## src/rtl/rr_mux_arbiter.sv

```systemverilog
// Two-requester round-robin arbiter feeding a one-word registered output slot.
// Latency: an accepted word appears on out_data one cycle after its accept edge.
// Backpressure: the slot accepts a new word when it is empty or is being drained
//    this cycle (out_ready=1), so back-to-back words flow with no bubble.
// Ports:
//    clk, rst             clock, synchronous active-high reset
//    a_valid/a_data/a_ready   requester A handshake (id 0)
//    b_valid/b_data/b_ready   requester B handshake (id 1)
//    out_valid/out_data/out_sel/out_ready   output slot, out_sel = source id
module rr_mux_arbiter #(
   parameter int DATA_WIDTH = 8
) (
   input  logic                  clk,
   input  logic                  rst,
   input  logic                  a_valid,
   input  logic [DATA_WIDTH-1:0] a_data,
   output logic                  a_ready,
   input  logic                  b_valid,
   input  logic [DATA_WIDTH-1:0] b_data,
   output logic                  b_ready,
   output logic                  out_valid,
   output logic [DATA_WIDTH-1:0] out_data,
   output logic                  out_sel,
   input  logic                  out_ready
);

   typedef enum logic {
      IDLE = 1'b0,
      FULL = 1'b1
   } state_t;

   state_t state;
   logic   last_grant;   // 0 = A won last, 1 = B won last
   logic   slot_open;
   logic   a_win;
   logic   b_win;
   logic   accept;

   // The slot can take a word if it is empty or its current word leaves now.
   assign slot_open = (state == IDLE) || out_ready;

   // On a tie the requester that did not win last time goes first.
   assign a_win = a_valid && (!b_valid ||  last_grant);
   assign b_win = b_valid && (!a_valid || !last_grant);

   // Ready depends only on handshake state, never on data; held low in reset.
   assign a_ready = !rst && slot_open && a_win;
   assign b_ready = !rst && slot_open && b_win;
   assign accept  = a_ready || b_ready;

   assign out_valid = (state == FULL);

   always_ff @(posedge clk) begin
      if (rst) begin
         state      <= IDLE;
         out_data   <= '0;
         out_sel    <= 1'b0;
         last_grant <= 1'b1;   // pretend B won last so A takes the first tie
      end else begin
         case (state)
            IDLE: begin
               if (accept) begin
                  state      <= FULL;
                  out_data   <= a_ready ? a_data : b_data;
                  out_sel    <= b_ready;
                  last_grant <= b_ready;
               end
            end
            FULL: begin
               if (accept) begin
                  // Old word drains and new one lands on the same edge.
                  out_data   <= a_ready ? a_data : b_data;
                  out_sel    <= b_ready;
                  last_grant <= b_ready;
               end else if (out_ready) begin
                  // Data and select hold their last values while idle.
                  state <= IDLE;
               end
            end
            default: state <= IDLE;
         endcase
      end
   end

endmodule

```

## config.mk

```make
export PLATFORM = sky130hd
export DESIGN_NAME = rr_mux_arbiter
export DESIGN_NICKNAME = d
export VERILOG_FILES = /design/src/rtl/rr_mux_arbiter.sv
export SDC_FILE = /design/constraint.sdc
export NUM_CORES = 1
export LEC_CHECK = 0
export ABC_CLOCK_PERIOD_IN_PS = 1700
export CORE_AREA = 8 8 61 63
export DETAILED_ROUTE_END_ITERATION = 7
export DIE_AREA = 0 0 69 71
export DONT_BUFFER_PORTS = 1
export PLACE_DENSITY = 0.47
export REMOVE_ABC_BUFFERS = 1
export SETUP_SLACK_MARGIN = 0.2
export SLEW_MARGIN = 20
export SYNTH_ARGS = -nofsm -noshare
export SYNTH_HDL_FRONTEND = slang
export SYNTH_SLANG_ARGS = --single-unit
```

## constraint.sdc

```tcl
create_clock -name clk -period 1.7 [get_ports clk]
set_clock_uncertainty 0.2 [all_clocks]
set_input_delay 0.34 -clock clk [delete_from_list [all_inputs] [get_ports clk]]
set_output_delay 0.34 -clock clk [all_outputs]
set_load 0.05 [all_outputs]
```

# Word level (Yosys, flattened, before mapping)
# Cells that the tools add are included.
# word_totals
ff_bits	11
inputBits	21
out_inout_bits	12
wordCells	25
# op_classes
n_mux	7
bitwise	1
n_reduce_logical	13
# op_table
operator	count
$mux 8	2
$logic_and 1x1->1	5
$logic_not 1->1	4
$logic_or 1x1->1	4
$mux 1	4
$pmux 1 s2	1
$not 1->1	1

# Logic depth before layout (Yosys ltp)
# depth
ltp_word	7
depth_mapped	5
depth_no_buf	3

# Worst setup path after synthesis
# OpenSTA, ideal clock, no wires.
# synth_path
path_type	register -> register
start	register state, in the netlist out_valid
end	register out_sel
setup_time_ns	0.077
arrival_time_ns	3.727
required_ns	1.423
setup_slack_ns	-2.304
stages_incl_launch_ff	5
path_buffers	1
period_less_slack_ns	4.004
cell_sequence	dfxtp_1 nor2b_4 buf_6 a2111oi_0 a31o_2
# synth_between
elab_chain_len	5
elab_cells_between_ends	7
classes_between	mux (1); bitwise (1); reduce/logical (5)
# synth_lines
item	line	rtl
start, declared	32	state_t state;
start signal, assigned	55	state <= IDLE;
start signal, assigned	63	state <= FULL;
start signal, assigned	77	state <= IDLE;
$not 1->1 *	n/a	
$logic_or 1x1->1 *	40	assign slot_open = (state == IDLE) || out_ready;
$logic_and 1x1->1 * (2 in a row)	48	assign b_ready = !rst && slot_open && b_win;
via b_ready	20	output logic b_ready,
$mux 1 or $logic_or 1x1->1 (tied branches)	62, 70, 49	
end signal, assigned	65	out_sel <= b_ready;
end signal, assigned	73	out_sel <= b_ready;
end, declared	23	output logic out_sel,
# Mark *: on every way through the listed nets, which the timed path passes. The rest lies on a longest branch. The select of a mux whose other input is x is not followed.
# A chain may end at the register's enable or synchronous reset.

# Worst setup path after layout
# layout_path
start	register state, in the netlist out_valid
end	output a_ready
# layout_between
elab_chain_len	4
# layout_lines
item	line	rtl
$not 1->1	n/a	
$logic_or 1x1->1	40	
$logic_and 1x1->1 (2 in a row)	47	assign a_ready = !rst && slot_open && a_win;
end, declared	17	output logic a_ready,
# Every way passes these cells.

==> summary.txt <==
drt initial violations - 17
flip-flop and latch area - 221 sq um
Worst R2R Path Depth - 7
fin crit period - 1970 ps
antenna cells - 0
Critical Path RT - 1160 ps
Cells after Synth - 75
flop2flop setup slack - -230 ps
fin. max-slew vios - 0
routed vias - 734
Post-Syn Area per Cell - 8.71 sq um
commonest cells after routing, fill and taps aside - buf_4, dfxtp_1, a31oi_1
Worst slew margin - 65.2%
Max Cap Viol - 0
IO Pins - 33
Die ar. - 4900 sq um
largest net degree at the start of global routing - 21
gpl congestion - 0.791
Vias/cell - 5.65
Leakage - 0.386 nW
final hold vios - 0
layout cells sized above 1 - 52.6%
Port Buffer Count - 0
r2r endpoint - last_grant
most common cell after layout, fill and taps aside - buf_4
GRT Total Usage - 9.33%
Final Setup Violations - 12
synthesized cell area - 653 sq um
total grt overflow - 0
clock sinks - 11
Seq/Total Area, Yosys - 33.7%
Critical Path End - a_ready
Total Wirelength - 2380 microns
initial core utilization - 22.9%
maximum clock frequency - 508 MHz
Critical Path Sink Type - output port
Final nets - 119
Cell variety after synth - 22
final worst slack - -268 ps
Hold Crit Class - input port to flop
status - finished, violations left
PD cells - 747 nW/um^2
worst-margin pin slew - 521 ps
dpl cell area - 798 sq um
Tcrit/Tclk final - 116%
clk slew on worst S/H paths - 70 ps
number of global-route vias before repair - 778
TritonCTS buffer count - 3
Placeable Area - 2850 sq um
Area growth, synth to finish - 51.9%
setup TNS - -1790 ps
failing checks - setup timing
detailed placer's ending HPWL - 1580 microns
drc violations - 0
die span in y - 71 microns
first-pass GRT wire length - 3830 microns
Seq cells post-synth - 11
Util after Layout - 34.8%
H-tree depth - 1
RSZ-0062 raised after global routing - true
Clk Latency, worst-skew pair - 270 ps
Routed WL per cell - 18.3 microns
Max Buffers Root-to-Sink - 2
critical path class - flop to output port
initial antenna violation count - 0
Core Rows - 20
CTS root buf - clkbuf_4
Crit Path Max Fanout - 3
design area - 992 sq um
CTS tree - yes
Peak VDD IR - 408 uV
antenna viol nets, final - 0
Multi-input gate area - 440 sq um
Die W - 69 microns
CP startpoint kind - flop
Critical Path AT - 1430 ps
FILL cells - 317
Critical Path Start - out_valid
Synth Warn # - 0
first drt pass iteration count - 4
Worst R2R Start - out_valid
[sequential cells by signal, indices dropped and copies added, names as in the netlist]
| register | flops |
|---|---|
| out_data | 8 |
| last_grant | 1 |
| out_sel | 1 |
| out_valid | 1 |
[worst max-delay path, stage by stage, from the launching register on]
cell and delay [ps]:
dfxtp_2 320, nor2b_4 130, or4_4 490, inv_2 90, buf_12 130
[area by class of cell]
cell class	count	area share, %
Multi-Input combinational cell	50	44.4
Timing Repair Buffer	28	25.0
Sequential cell	11	22.3
Tap cell	33	4.16
Clock buffer	4	2.65
Inverter	4	1.51
[per-stage QoR]
| step | cells | hold slack (ps) | total power, W | setup WS, ps |
|---|---|---|---|---|
| 6_report | 130 | 24.2 | 0.000741 | -268 |
| 3_3_place_gp | 117 | 215 | 0.000511 | -2.68 |
| 4_1_cts | 130 | 21.7 | 0.000728 | -276 |
| 2_1_floorplan | 65 | 209 | 0.000443 | -2240 |
| 3_5_place_dp | 117 | 217 | 0.000514 | -7.57 |
| 5_1_grt | 130 | 23.1 | 0.000777 | -298 |
[logic make-up (layout without fill, tap and decap cells)]
group / count (synthesis) / after routing / synth area share (%)
AOI/OAI and AO/OA: 28 / 28 / 34.1
and+or+nand+nor: 22 / 22 / 21.1
buffers and inverters: 14 / 36 / 11.1
DFF: 11 / 11 / 33.7
[what timing repair did]
action | 4_1_cts | 5_1_grt
hold endpoints to repair | 10 | 0
pin swaps | 11 | 2
gates resized for setup | 9 | 13
hold buffers | 1 | 0
endpoints found under the setup margin | 12 | 12
setup buffers | 8 | 0
[power by group]
part / switching (W) / leakage, nW / internal [W]
logic: 0.000136 / 0.280 / 0.000108
clock network: 0.0000927 / 0.0150 / 0.0000910
registers: 0.0000343 / 0.0912 / 0.000279
[cell usage after synthesis]
cell	count	area, sq um
inv_2	1	3.75
a2111oi_0	1	8.76
or4_1	9	67.6
a211o_1	1	8.76
buf_1	1	3.75
buf_4	1	7.51
and3_1	1	6.26
buf_6	2	22.5
or2_2	1	6.26
inv_1	2	7.51
nand2_1	8	30.0
or2b_1	1	7.51
a31o_2	1	8.76
dfxtp_1	11	220
nor2b_4	1	13.8
o41ai_1	8	70.1
clkinv_1	1	3.75
a311oi_1	8	70.1
nor2b_1	1	6.26
a31oi_1	9	56.3
clkbuf_1	5	18.8
buf_2	1	5.00
[layer usage]
metal	track usage, %	vias to the layer above	part of all wire (%)
met5	0	-	0
met4	1.59	0	0
met3	4.48	0	5.9
met2	16.8	18	54
met1	9.67	364	40
li1	-	352	-
[worst min-delay path by stage]
stage / from / endpoint / slack, ps / cells past startpoint
after global placement: rst / out_data[5] / 220 / 1
after global routing: b_data[2] / out_data[2] / 20 / 2
final: b_data[2] / out_data[2] / 20 / 2
after floorplan: rst / out_valid / 210 / 1
after detailed placement: rst / out_data[1] / 220 / 1
after CTS: b_data[1] / out_data[1] / 20 / 2
No activity file was read; power rests on OpenSTA's default activity.
